**src/rtl/decodificador_pkg.sv**
```systemverilog
// Shared types and constants for the SECDED Hamming(8,4) receive-path controller.
package decodificador_pkg;

    localparam int unsigned PALABRA_W = 8;
    localparam int unsigned POS_W     = 4;
    localparam int unsigned DATO_W    = 4;

    typedef enum logic [1:0] {
        IDLE     = 2'd0,
        SINDROME = 2'd1,
        CORREGIR = 2'd2,
        ENTREGA  = 2'd3
    } estado_t;

    localparam logic [POS_W-1:0] POS_SIN_ERROR = 4'b0000;
    localparam logic [POS_W-1:0] POS_GLOBAL    = 4'b1000;

    // Bit positions inside the received word (g0,w3,w2,w1,p2,w0,p1,p0).
    localparam int unsigned BIT_P0 = 0;
    localparam int unsigned BIT_P1 = 1;
    localparam int unsigned BIT_W0 = 2;
    localparam int unsigned BIT_P2 = 3;
    localparam int unsigned BIT_W1 = 4;
    localparam int unsigned BIT_W2 = 5;
    localparam int unsigned BIT_W3 = 6;
    localparam int unsigned BIT_G0 = 7;

    // Index of the global-parity flag inside the error position.
    localparam int unsigned POS_EG = 3;

endpackage

```
**src/rtl/sindrome_hamming.sv**
```systemverilog
// Combinational SECDED syndrome: 8-bit received word in, {eg,e2,e1,e0} out.
module sindrome_hamming
    import decodificador_pkg::*;
(
    input  logic [PALABRA_W-1:0] palabra,
    output logic [POS_W-1:0]     sindrome_c
);

    always_comb begin
        sindrome_c    = POS_SIN_ERROR;
        sindrome_c[0] = palabra[BIT_P0] ^ palabra[BIT_W0] ^ palabra[BIT_W1] ^ palabra[BIT_W3];
        sindrome_c[1] = palabra[BIT_P1] ^ palabra[BIT_W0] ^ palabra[BIT_W2] ^ palabra[BIT_W3];
        sindrome_c[2] = palabra[BIT_P2] ^ palabra[BIT_W1] ^ palabra[BIT_W2] ^ palabra[BIT_W3];
        sindrome_c[POS_EG] = ^palabra;
    end

endmodule

```
**src/rtl/control_decodificador.sv**
```systemverilog
// Sequencing controller for the Hamming(8,4) receive path: accept, syndrome,
// sample the external correction datapath, hand off the result, count errors.
module control_decodificador
    import decodificador_pkg::*;
#(
    parameter int unsigned CNT_W = 8
) (
    input  logic                 clk,
    input  logic                 rst_n,
    input  logic                 in_valid,
    output logic                 in_ready,
    input  logic [PALABRA_W-1:0] conmutador_8,
    output logic [PALABRA_W-1:0] palabra_o,
    output logic [POS_W-1:0]     pos_error_o,
    input  logic [DATO_W:0]      w_corregida_b4,
    output logic                 out_valid,
    input  logic                 out_ready,
    output logic [DATO_W-1:0]    dato_o,
    output logic                 doble_error_o,
    input  logic                 clr_cnt,
    output logic [CNT_W-1:0]     cnt_simple,
    output logic [CNT_W-1:0]     cnt_doble
);

    localparam logic [CNT_W-1:0] CNT_MAX = '1;

    estado_t          estado;
    logic [POS_W-1:0] sindrome_c;
    logic             es_simple_c;
    logic             es_doble_c;

    sindrome_hamming u_sindrome (
        .palabra    (palabra_o),
        .sindrome_c (sindrome_c)
    );

    // Classification of the registered error position.
    assign es_simple_c = pos_error_o[POS_EG];
    assign es_doble_c  = !pos_error_o[POS_EG] && (pos_error_o[2:0] != 3'b000);

    // Sequencer with registered handshake outputs and captured result.
    always_ff @(posedge clk or negedge rst_n) begin
        if (!rst_n) begin
            estado        <= IDLE;
            in_ready      <= 1'b1;
            out_valid     <= 1'b0;
            palabra_o     <= '0;
            pos_error_o   <= POS_SIN_ERROR;
            dato_o        <= '0;
            doble_error_o <= 1'b0;
        end else begin
            case (estado)
                IDLE: begin
                    if (in_valid && in_ready) begin
                        palabra_o <= conmutador_8;
                        in_ready  <= 1'b0;
                        estado    <= SINDROME;
                    end
                end
                SINDROME: begin
                    pos_error_o <= sindrome_c;
                    estado      <= CORREGIR;
                end
                CORREGIR: begin
                    dato_o        <= w_corregida_b4[DATO_W-1:0];
                    doble_error_o <= w_corregida_b4[DATO_W];
                    out_valid     <= 1'b1;
                    estado        <= ENTREGA;
                end
                ENTREGA: begin
                    if (out_valid && out_ready) begin
                        out_valid <= 1'b0;
                        in_ready  <= 1'b1;
                        estado    <= IDLE;
                    end
                end
                default: begin
                    out_valid <= 1'b0;
                    in_ready  <= 1'b1;
                    estado    <= IDLE;
                end
            endcase
        end
    end

    // Saturating error counters; a clear beats a same-cycle increment.
    always_ff @(posedge clk or negedge rst_n) begin
        if (!rst_n) begin
            cnt_simple <= '0;
            cnt_doble  <= '0;
        end else if (clr_cnt) begin
            cnt_simple <= '0;
            cnt_doble  <= '0;
        end else if (estado == CORREGIR) begin
            if (es_simple_c && (cnt_simple != CNT_MAX)) begin
                cnt_simple <= cnt_simple + CNT_W'(1);
            end
            if (es_doble_c && (cnt_doble != CNT_MAX)) begin
                cnt_doble <= cnt_doble + CNT_W'(1);
            end
        end
    end

endmodule

```
**config.mk**
```make
export PLATFORM = sky130hd
export DESIGN_NAME = control_decodificador
export DESIGN_NICKNAME = d
export VERILOG_FILES = /design/src/rtl/decodificador_pkg.sv /design/src/rtl/sindrome_hamming.sv /design/src/rtl/control_decodificador.sv
export SDC_FILE = /design/constraint.sdc
export NUM_CORES = 1
export LEC_CHECK = 0
export ABC_AREA = 1
export CORE_MARGIN = 1
export CORE_UTILIZATION = 30
export DETAILED_ROUTE_END_ITERATION = 10
export PLACE_DENSITY = 0.55
export REMOVE_ABC_BUFFERS = 1
export SLEW_MARGIN = 20
export SYNTH_ARGS = -nofsm -noshare
export SYNTH_HDL_FRONTEND = slang
export SYNTH_HIERARCHICAL = 1
export SYNTH_SLANG_ARGS = --single-unit
```
**constraint.sdc**
```tcl
create_clock -name clk -period 3.1 [get_ports clk]
set_input_delay 0.62 -clock clk [delete_from_list [all_inputs] [get_ports clk]]
set_output_delay 0.62 -clock clk [all_outputs]
set_load 0.01 [all_outputs]
```
# Word-level counts from Yosys, hierarchy flattened
# Cells that the tools add are included.
[classes]
add_sub_neg = 2
n_eq_ne = 7
muxes = 14
n_bitwise = 9
reduce_logical = 20
[op_table]
columns = ["cell", "n"]
rows = [
  ["8-bit two-way mux", 6],
  ["8-bit by 1-bit adder with 8-bit output (second input constant)", 2],
  ["8-bit != test (second input constant)", 2],
  ["2-bit AND reduction", 5],
  ["2-bit nonzero test", 5],
  ["1-bit XOR", 9],
  ["2-bit one-hot mux with 4 select lines", 1],
  ["8-bit parity", 1],
  ["1-bit logical AND", 5],
  ["2-bit == test (second input constant)", 2],
  ["2-bit two-way mux", 2],
  ["2-bit != test (second input constant)", 2],
  ["1-bit one-hot mux with 2 select lines", 2],
  ["1-bit two-way mux", 3],
  ["3-bit AND reduction", 1],
  ["3-bit nonzero test", 1],
  ["2-bit by 1-bit == test with 1-bit output (second input constant)", 1],
  ["2-bit zero test", 1],
  ["1-bit zero test", 1],
]
[word_totals]
ff_bits = 37

# Logic depth before layout (Yosys ltp)
# Gate-level depths: netlist of the first run.
[depth]
depth_word = 6
mapped_depth = 11

# Modules after synthesis
# The synthesis of the first run kept the hierarchy.
[modules_own_cells]
columns = ["mod", "n_inst", "cells_each", "area_each_um2", "seq_area_each_um2"]
rows = [
  ["control_decodificador", 1, 222, 1866.8, 927.1],
  ["sindrome_hamming", 1, 49, 224.0, 0.0],
]

# Least setup slack after synthesis of the first run
# No wires, ideal clock.
[synth_path]
kind = "reg2reg"
start = "register estado[0]"
end = "register cnt_doble[7]"
setup_time_ns = 0.118
arrival_ns = 1.308
setup_slack_ns = 1.673
path_stages_with_launch = 11
path_buffers = 1
period_less_slack_ns = 1.427
path_cell_list = "dfrtp_1 > inv_1 > ha_1 > buf_4 > inv_2 > nor2_1 > nand2_1 > nor2_4 > nor2_4 > nand2_1 > nand2_1"
[synth_between]
elab_chain_cells = 3
[synth_rtl]
columns = ["item", "line", "rtl"]
rows = [
  ["start: declaration", "control_decodificador.sv:27", "estado_t estado;"],
  ["start signal: assignment", "control_decodificador.sv:44", "estado <= IDLE;"],
  ["start signal: assignment", "control_decodificador.sv:57", "estado <= SINDROME;"],
  ["start signal: assignment", "control_decodificador.sv:62", "estado <= CORREGIR;"],
  ["2-bit == test", "control_decodificador.sv:94", "end else if (estado == CORREGIR) begin"],
  ["2-bit nonzero test (no line)", "-", ""],
  ["2-bit AND reduction (no line)", "-", ""],
  ["end signal: assignment", "control_decodificador.sv:99", "cnt_doble <= cnt_doble + CNT_W'(1);"],
  ["end: declaration", "control_decodificador.sv:22", "output logic [CNT_W-1:0] cnt_doble"],
]
# No other way between the ends.
# A chain may end at the register's enable or synchronous reset.

# Final worst setup path of the first run
[layout_path]
start = "register in_ready"
end = "output port in_ready"
[layout_rtl]
columns = ["item", "line", "rtl"]
rows = [
  ["start: declaration", "control_decodificador.sv:11", "output logic in_ready,"],
  ["start signal: assignment", "control_decodificador.sv:45", "in_ready <= 1'b1;"],
  ["start signal: assignment", "control_decodificador.sv:56", "in_ready <= 1'b0;"],
  ["start signal: assignment", "control_decodificador.sv:73", "in_ready <= 1'b1;"],
]
# No word-level cell between the ends.

==> out/results.tsv, run 1 <==
stage	metric	value	unit
run_status	status	completed	
floorplanning	Die Width	85.48	microns
global_routing	GRT Util Overall	0.1338	
floorplanning	CORE AREA	0.006756	sq mm
job	max-capacitance violation count	0	
synthesis	cells after synthesis	271	
detailed_routing	Pre-antenna DRT Iters	4	
sta	Final Setup Violations	0	
placed_design	gpl congestion	0.7953	
sta	Slew Limit Fails	0	
worst_setup_path	Required @ worst endpoint	2.48	ns
detailed_routing	Starting DRT DRC Count	37	
cts	CTS resizes	0	
global_routing	first-pass GRT wire length	7.693	mm
placed_design	worst slack at placement	1.034	ns
sta	Tcrit/Tclk final	0.6457	
pwr	static leakage	0.001408	uW
pwr	Peak VDD IR	0.0005143	V
synthesis	Avg Cell Area, Syn	7.715	sq um
detailed_routing	Via Count	1829	
floorplanning	Initial Util	0.3094	
sta	final critical-path required period	2.002	ns
finish	number of nets in the layout	351	
global_routing	vias in the first global route	1652	
cts	CTS Hold Buffers Added	0	
floorplanning	Die ar.	0.007307	sq mm
synthesis	post-synth top area cell	dfrtp_1	
sta	Max Fclk	0.4995	GHz
sta	final hold violation count	0	
detailed_routing	# DRC	0	
worst_setup_path	Crit path arrival time	1.38	ns
synthesis	synth warn	6	
finish	layout cells sized above 1	0.08232	
synthesis	dominant cells by area after synthesis	dfrtp_1, nand2_1, inv_1, mux2_2, ha_1	
sta	Max-slew headroom	0.4277	
global_routing	pin count of the biggest net entering global routing	38	
synthesis	post-synthesis sequential area ratio	0.4434	
floorplanning	Die Span Y	85.48	microns
worst_setup_path	slowest CP cell	dfstp_2	
sta	Worst-Margin Slew	0.8585	ns
detailed_routing	Via density	4.483	
detailed_routing	DRT antenna net count	0	
sta	setup ws final	1.098	ns
detailed_routing	Total Routed Length	4.511	mm
synthesis	#FFs+latches synth	37	
worst_setup_path	CP Launch Type	flip-flop	
finish	area added between synthesis and finish	32.20	%
global_routing	initial antenna violation count	0	
cts	Root Driver	clkbuf_8	
cts	number of post-CTS setup repair buffers	0	
sta	Sum Neg Setup Slack	0	ns
worst_setup_path	CP Depth	1	
worst_setup_path	cell family with most CP delay	flip-flops	
cts	insertion delay to the later sink of the worst-skew pair	0.29	ns
worst_setup_path	cell chain of the critical path	clkdlybuf4s50_1	
worst_setup_path	Worst Path Buf+Inv	1	
cts	CTS H-tree depth	2	
cts	CTS tree	yes	
worst_setup_path	Max stage delay on crit path	0.56	ns
worst_setup_path	CP Capture Type	output pin	
worst_setup_path	Worst R2R Path Depth	9	
floorplanning	io pins	53	
cts	clock sinks	37	
worst_setup_path	critical path class	flip-flop to output pin	
hold_path	Worst Hold Class	input pin to asynchronous set/reset pin	
pwr	pwr dens	811.4	mW/mm^2
finish	ant diodes	0	
detailed_routing	routed len/inst	11.06	microns
global_routing	total grt overflow	0	
synthesis	Post-Syn Area	0.002091	sq mm
worst_setup_path	register-to-register setup slack	1.28	ns
sta	RSZ-0062 raised after global routing	false	
floorplanning	Rows	30	
worst_setup_path	crit-path max FO	4	
cts	CTS Buffer Depth	2	
placed_design	Port Buf Inserts	52	
placed_design	Final HPWL DP	3.337	mm
synthesis	Synth top area share	0.4309	
synthesis	Unique masters post-synth	24	
sta	clock skew	0.009725	ns
cts	clock slew at reported path FFs	0.08	ns
cts	CTS buffer count	5	
## logic make-up (layout without fill, tap and decap cells)
family | after synthesis | after routing | synth area share
AND/OR/NAND/NOR | 153 | 153 | 0.3100
multiplexers | 9 | 9 | 0.04848
adder cells (fa/ha/maj) | 6 | 6 | 0.03591
XOR/XNOR | 11 | 11 | 0.04608
AO/OA/AOI/OAI | 17 | 17 | 0.04189
flip-flops | 37 | 37 | 0.4434
buffers and inverters | 38 | 95 | 0.07421
## report_power, final
group / leakage [uW] / total (uW) / switching (uW) / internal (uW)
clock: 0.0000422 / 328 / 170 / 158
combinational: 0.000893 / 1110 / 544 / 563
sequential: 0.000473 / 807 / 163 / 644
## layout make-up
cell class	instances	area, sq um
Fill cell	707	3993
Clock inverter	1	5.005
Sequential cell	37	927.1
Timing Repair Buffer	52	515.5
Clock buffer	7	76.32
Tap cell	80	100.1
Inverter	35	131.4
Multi-Input combinational cell	196	1008
## cells in the final DEF, fill, tap and decap left out
cell type / instances
xor2_1: 6
ha_1: 6
xnor2_1: 5
nor2_4: 3
o211ai_1: 1
nand3b_1: 2
buf_2: 1
nand2_1: 109
clkdlybuf4s50_1: 51
nand2_2: 1
nand3_1: 14
clkinv_2: 1
or2_2: 1
nand3_2: 1
inv_1: 33
clkbuf_1: 2
nor2_1: 16
a21oi_1: 5
dfstp_2: 1
mux2_2: 9
nand4_1: 4
o21ai_0: 11
clkbuf_8: 5
dfrtp_1: 36
inv_2: 2
nor2_2: 2
## through the flow
stage	utilization	hold WS [ns]	power, uW	instances	instance area [sq um]
2_1_floorplan	-	0.3244	1488	268	2067
3_3_place_gp	0.3970	0.4580	1924	400	2683
3_5_place_dp	0.3970	0.4650	1946	400	2683
4_1_cts	0.4091	0.4736	2290	408	2764
5_1_grt	0.4091	0.4948	2471	408	2764
6_report	0.4091	0.4369	2243	408	2764
## cell usage after synthesis
cell type,instances
inv_1,33
xnor2_1,5
mux2_2,9
nor2_1,16
nor2_2,2
inv_2,2
o21ai_0,11
nand2_2,1
ha_1,6
nand3b_1,2
a21oi_1,5
dfrtp_1,36
nand2_1,109
buf_6,1
nand3_2,1
buf_4,1
nor2_4,3
dfstp_2,1
o211ai_1,1
buf_2,1
xor2_1,6
nand3_1,14
nand4_1,4
or2_2,1
## worst paths after layout
| check | from | to |
|---|---|---|
| worst min register to register | dato_o[0]$_DFFE_PN0P_ | dato_o[0]$_DFFE_PN0P_ |
| worst max register to register | estado[0]$_DFFE_PN0P_ | cnt_doble[6]$_DFFE_PN0P_ |
| worst min-delay path | rst_n | cnt_doble[6]$_DFFE_PN0P_ |
| max in group asynchronous | rst_n | cnt_simple[3]$_DFFE_PN0P_ |
| worst max-delay path | in_ready$_DFFE_PN1P_ | in_ready |
| min in group clk | dato_o[0]$_DFFE_PN0P_ | dato_o[0]$_DFFE_PN0P_ |
## metal layers
metal,track usage,wire length (microns),share of wire,vias up
li1,-,-,-,942
met1,0.1604,2057,0.46,857
met2,0.2305,2291,0.51,28
met3,0.04183,138,0.031,2
met4,0.03788,24,0.0053,0
met5,0,0,0,-
## state kept, by name, summed over array words and instances (netlist names)
signal and flops:
pos_error_o 4, in_ready 1, palabra_o 8, cnt_simple 8, dato_o 4, out_valid 1
estado 2, doble_error_o 1, cnt_doble 8
(Power assumes the default switching activity.)
==> run 2, diff against run 1 <==
--- a/config.mk
+++ b/config.mk
@@ -9,7 +9,7 @@
 export CORE_MARGIN = 1
 export CORE_UTILIZATION = 30
 export DETAILED_ROUTE_END_ITERATION = 10
-export PLACE_DENSITY = 0.55
+export PLACE_DENSITY = 0.57
 export REMOVE_ABC_BUFFERS = 1
 export SLEW_MARGIN = 20
 export SYNTH_ARGS = -nofsm -noshare
==> constraint.sdc (replaced) <==
create_clock -name clk -period 1.6 [get_ports clk]
set_input_delay 0.32 -clock clk [delete_from_list [all_inputs] [get_ports clk]]
set_output_delay 0.32 -clock clk [all_outputs]
set_load 0.01 [all_outputs]
==> run 2 against run 1 <==
Against the previous run:
- clock power is 110% higher
- critical path depth stayed put
- highest routed layer unchanged
- hold slack improved by 0.043 ns
- clock skew fell by 0.0036 ns
- flip-flop and latch count did not move
==> out/results.tsv, run 2 (synthesis results as in run 1) <==
stage	metric	value	unit	change
run_status	status	completed		
detailed_routing	# DRC	0		unchanged
floorplanning	Die Span Y	85.48	microns	unchanged
finish	layout cells sized above 1	0.1595		+0.07723
worst_setup_path	crit-path max FO	5		+1
pwr	Logic pwr share	0.528		+0.034
cts	Root Driver	clkbuf_8		
sta	Worst-Margin Slew	0.4693	ns	-0.3892 ns
sta	Max Fclk	0.6422	GHz	
detailed_routing	Pre-antenna DRT Iters	4		unchanged
sta	Sum Neg Setup Slack	0	ns	unchanged
worst_setup_path	Required @ worst endpoint	1.28	ns	-1.20 ns
worst_setup_path	Worst Path Buf+Inv	1		unchanged
placed_design	gpl congestion	0.8473		+6.5%
floorplanning	Initial Util	0.3094		unchanged
finish	number of nets in the layout	374		+6.6%
detailed_routing	Starting DRT DRC Count	48		+30%
global_routing	vias in the first global route	1756		+6.3%
floorplanning	Die Width	85.48	microns	unchanged
pwr	Peak VDD IR	0.001150	V	+120%
global_routing	pin count of the biggest net entering global routing	21		-45%
pwr	total power	4579	uW	+100%
floorplanning	Rows	30		unchanged
finish	largest registers	cnt_doble x8, cnt_simple x8, palabra_o x8		
floorplanning	Die ar.	0.007307	sq mm	unchanged
sta	Max-slew headroom	0.6871		+0.2594
worst_setup_path	slowest CP cell	clkdlybuf4s50_1		
job	max-capacitance violation count	0		unchanged
floorplanning	io pins	53		unchanged
floorplanning	CORE AREA	0.006756	sq mm	unchanged
pwr	share of power burned in registers	0.324		-0.036
detailed_routing	Total Routed Length	4.570	mm	+1.3%
worst_setup_path	CP Launch Type	flip-flop		
cts	CTS Buffer Depth	2		unchanged
sta	RSZ-0062 raised after global routing	false		
placed_design	Final HPWL DP	3.285	mm	-1.6%
finish	highest-count cells in the layout ignoring fill and taps	nand2_1, clkdlybuf4s50_1, inv_1, dfrtp_1, buf_4		
sta	final hold violation count	0		unchanged
sta	Slew Limit Fails	0		unchanged
pwr	Sw Share	0.3802		-0.01109
detailed_routing	routed len/inst	10.60	microns	-4.1%
global_routing	total grt overflow	0		unchanged
pwr	pwr dens	1530	mW/mm^2	+89%
global_routing	first-pass GRT wire length	7.548	mm	-1.9%
worst_setup_path	Max stage delay on crit path	0.55	ns	about the same
cts	CTS buffer count	5		unchanged
cts	CTS H-tree depth	2		unchanged
sta	clock skew	0.006122	ns	-0.003603 ns
cts	clock sinks	37		unchanged
cts	clock slew at reported path FFs	0.07	ns	about the same
placed_design	Port Buf Inserts	52		unchanged
pwr	Pint	2838	uW	+110%
finish	most common cell after layout, fill and taps aside	nand2_1		
sta	Final Setup Violations	0		unchanged
global_routing	GRT Util Overall	0.1300		-0.003777
worst_setup_path	CP Capture Type	output pin		
detailed_routing	Via density	4.387		-2.1%
cts	CTS tree	yes		
finish	area added between synthesis and finish	43.15	%	
pwr	static leakage	0.001625	uW	+15%
worst_setup_path	critical path class	flip-flop to output pin		
worst_setup_path	Crit path arrival time	1.24	ns	-0.14 ns
detailed_routing	Via Count	1891		+3.4%
finish	ant diodes	0		unchanged
worst_setup_path	cell chain of the critical path	clkdlybuf4s50_1		
cts	insertion delay to the later sink of the worst-skew pair	0.28	ns	about the same
hold_path	Worst Hold Class	flip-flop to flip-flop		
pwr	NetSw	1741	uW	+98%
pwr	clock share of power	0.148		+0.002
sta	final critical-path required period	1.557	ns	
sta	Tcrit/Tclk final	0.9732		
global_routing	initial antenna violation count	0		unchanged
detailed_routing	DRT antenna net count	0		unchanged
worst_setup_path	cell family with most CP delay	buffers and inverters		
[run 2: per-stage QoR]
stage	utilization	hold slack [ns]	worst slack (ns)	area (sq um)	cells
final	0.4430	0.4795	0.04294	2993	431
after global routing	0.4430	0.5089	0.0001291	2993	431
after CTS	0.4267	0.4840	0.001107	2883	420
after detailed placement	0.4022	0.3052	0.03105	2718	403
after global placement	0.4022	0.3020	0.1022	2718	403
after floorplan	-	0.02441	0.1241	2067	268
[run 2: area by class of cell]
class	instances	area, sq um
clock buffers	8	90.09
fillers	702	3764
inverters	35	131.4
multi-input cells	196	1021
flip-flops and latches	37	933.4
well taps	80	100.1
repair buffers	75	716.9
[run 2: what timing repair did]
item / CTS / global route
resized for setup: 6 / 9
pin swaps: 0 / 2
buffers inserted: 8 / 11
gates cloned: 0 / 0
hold buffers: 1 / 0
endpoints found under the setup margin: 12 / 24
endpoints found under the hold margin: 11 / 0
[run 2: power groups by stage]
stage	registers (uW)	clock network [uW]	logic (uW)
after floorplan	1660	0	1220
after global placement	1590	0	2160
after detailed placement	1590	0	2190
after CTS	1510	707	2380
after global routing	1530	746	2720
final	1480	677	2420
[run 2: path summary, 6_finish.rpt]
kind	endpoint	from	slack [ns]	depth (start not counted)
setup / recovery	palabra_o[7]	palabra_o[7]$_DFFE_PN0P_	0.04	1
hold / removal	dato_o[2]$_DFFE_PN0P_	dato_o[2]$_DFFE_PN0P_	0.48	2
setup reg to reg	cnt_doble[1]$_DFFE_PN0P_	cnt_doble[0]$_DFFE_PN0P_	0.13	8
hold reg to reg	dato_o[2]$_DFFE_PN0P_	dato_o[2]$_DFFE_PN0P_	0.48	2
max in group asynchronous	dato_o[1]$_DFFE_PN0P_	rst_n	0.60	3
min in group asynchronous	cnt_doble[0]$_DFFE_PN0P_	rst_n	0.53	2
[run 2: routing by layer]
metal	vias to the layer above	track usage	routed length, microns
li1	1000	-	-
met1	853	0.1609	2136
met2	36	0.2255	2230
met3	2	0.03016	179
met4	0	0.03788	23
met5	-	0	0
==> patch (flow settings as in run 2) <==
Put one more register stage on the output `pos_error_o`, with the module's reset. The value now appears one clock later. The other outputs are not delayed to match.
--- a/src/rtl/control_decodificador.sv
+++ b/src/rtl/control_decodificador.sv
@@ -25,4 +25,6 @@
     localparam logic [CNT_W-1:0] CNT_MAX = '1;
 
+    logic [POS_W-1:0] pos_error_s0;
+
     estado_t          estado;
     logic [POS_W-1:0] sindrome_c;
@@ -36,6 +38,6 @@
 
     // Classification of the registered error position.
-    assign es_simple_c = pos_error_o[POS_EG];
-    assign es_doble_c  = !pos_error_o[POS_EG] && (pos_error_o[2:0] != 3'b000);
+    assign es_simple_c = pos_error_s0[POS_EG];
+    assign es_doble_c  = !pos_error_s0[POS_EG] && (pos_error_s0[2:0] != 3'b000);
 
     // Sequencer with registered handshake outputs and captured result.
@@ -46,5 +48,5 @@
             out_valid     <= 1'b0;
             palabra_o     <= '0;
-            pos_error_o   <= POS_SIN_ERROR;
+            pos_error_s0  <= POS_SIN_ERROR;
             dato_o        <= '0;
             doble_error_o <= 1'b0;
@@ -59,5 +61,5 @@
                 end
                 SINDROME: begin
-                    pos_error_o <= sindrome_c;
+                    pos_error_s0 <= sindrome_c;
                     estado      <= CORREGIR;
                 end
@@ -102,4 +104,12 @@
     end
 
+    always_ff @(posedge clk or negedge rst_n) begin
+        if (!rst_n) begin
+            pos_error_o <= '0;
+        end else begin
+            pos_error_o <= pos_error_s0;
+        end
+    end
+
 endmodule
 
Check against the original RTL: not equivalent (Yosys sat finds a counterexample within 4 cycles, from zero or initial values and one cycle with rst_n low).
==> patch against run 2 <==
  * Global-route usage is 0.13 points higher
  * Register-to-register slack better by 0.02 ns
  * Setup slack worse by 0.0019 ns
  * Total power is 5.2% higher
  * Wire length is 3.1% higher
  * Count of clock-buffer cells in the layout stayed put
  * Sequential share of layout area is 2.3 points higher
  * Die area is 6.3% higher
  * Area after synthesis is 6.5% higher
  * Sequential cell count is 4 higher
  * Cell area is 3.6% higher
  * Via count is 2.0% higher
  * Core utilization is 1.3 points lower
  * Critical endpoint is now cnt_simple[1]
  * Largest cell class is now registers
==> patch: results (changes against run 2) <==
** STA
- Worst Max-Slew Pin Slew :: 0.528 ns (was 0.469 ns)
- The worst hold margin was 0.0847 ns (was 0.479 ns).
- The worst-case clock skew is 0.00646 ns (was 0.00612 ns).

** Place
- The post-placement cell area is 2860 um^2 (was 2720 um^2).
- The worst setup slack before clock tree synthesis is 0.0960 ns (was 0.0310 ns).
- HPWL after DPL :: 3.37 mm (was 3.28 mm)
- The global placement routability congestion is 0.828 (was 0.847).
- Instance count after placement with tap cells included :: 425 (was 403)

** Finish
- The filler cell count came to 760 (was 702).
- The non-filler instance count after layout came to 450 (was 431).
- Final cell utilization of the core :: 43.0% (was 44.3%)

** GRT
- Wire length of the first global-routing pass :: 8.02 mm (was 7.55 mm)
- Largest net degree at the start of global routing :: 42 (was 21)
- The global-route total usage across every layer came to 13.1% (was 13.0%).
- Vias in the first global route :: 1,844 (was 1,756)

** Power
- The worst ir drop on vdd is 931 uV (was 1150 uV).
- Clock group :: 0.700 mW (was 0.677 mW)
- Leakage Power :: 1.62 nW (about the same)

** Setup path
- Termination of the worst setup path :: cnt_simple[1] (was palabra_o[7])
- CP max FO :: 4 (was 5)
- Count of cells along the worst register-to-register path :: 9 (was 8)
- The launching point of the worst reg2reg path was estado[0] (was cnt_doble[0]).

** Worst hold path
- Worst hold-check path type :: in2async (was reg2reg)

** Synthesis
- Cell types with the highest counts after synthesis :: 104 x sky130_fd_sc_hd__nand2_1, 40 x sky130_fd_sc_hd__dfrtp_1, 34 x sky130_fd_sc_hd__inv_1, 14 x sky130_fd_sc_hd__nor2_1, 13 x sky130_fd_sc_hd__nand3_1 (was 109 x sky130_fd_sc_hd__nand2_1, 36 x sky130_fd_sc_hd__dfrtp_1, 33 x sky130_fd_sc_hd__inv_1, 16 x sky130_fd_sc_hd__nor2_1, 14 x sky130_fd_sc_hd__nand3_1)
- The share of synthesized area occupied by flip-flops and latches is 46.1% (was 44.3%).
- The synthesized instance count is 273 (was 271).

** Route
- Via-per-instance ratio :: 4.29 (was 4.39)
- The initial DRC count was 51 (was 48).
- The number of iterations in the first detailed-routing pass came to 5 (was 4).

** Status
- Status :: completed (unchanged)
[patch: cell count changes in the layout (fill, tap and decap cells not counted), sizes merged, moves of 2 or more]
| cell | run 2 | this run |
|---|---|---|
| o21ai | 11 | 13 |
| dlygate4sd2 | 1 | 3 |
| dlymetal6s2s | 6 | 4 |
| nand2 | 110 | 106 |
| dfrtp | 36 | 40 |
[patch: how the worst min path moves through the flow]
stage / end / from
6_report: palabra_o[7] / rst_n
3_5_place_dp: pos_error_o[1] / pos_error_s0[1]
5_1_grt: out_valid / rst_n
4_1_cts: out_valid / rst_n
2_1_floorplan: cnt_doble[0] / rst_n
3_3_place_gp: pos_error_o[1] / pos_error_s0[1]
[patch: cell families (layout without fill, tap and decap cells)]
logic type / Yosys count / in the layout / synth area share [%]
simple gates: 147 / 147 / 29.3
xor+xnor: 11 / 11 / 4.33
fa+ha+maj: 6 / 6 / 3.37
mux: 9 / 9 / 4.55
compound gates: 20 / 20 / 4.61
flops: 41 / 41 / 46.1
buf+inv: 39 / 117 / 7.70
[patch: repair_timing]
item | in CTS | in global routing
endpoints found under the hold margin | 0 | 0
resized for setup | 12 | 5
endpoints found under the setup margin | 16 | 18
pin swaps | 0 | 1
cloned | 0 | 0
buffers inserted | 7 | 10
[patch: cell type report]
class | count | area share [%]
Sequential cell | 41 | 33.5
Multi-Input combinational cell | 193 | 33.2
Clock buffer | 8 | 2.90
Timing Repair Buffer | 73 | 21.9
Tap cell | 99 | 3.99
Inverter | 36 | 4.52
[patch: metal layers]
layer | share of wire (%) | vias up | track usage (%)
met2 | 47 | 44 | 22.1
met4 | 0.87 | 0 | 3.96
met3 | 4.4 | 4 | 2.83
met5 | 0 | - | 0
li1 | - | 999 | -
met1 | 48 | 882 | 16.9
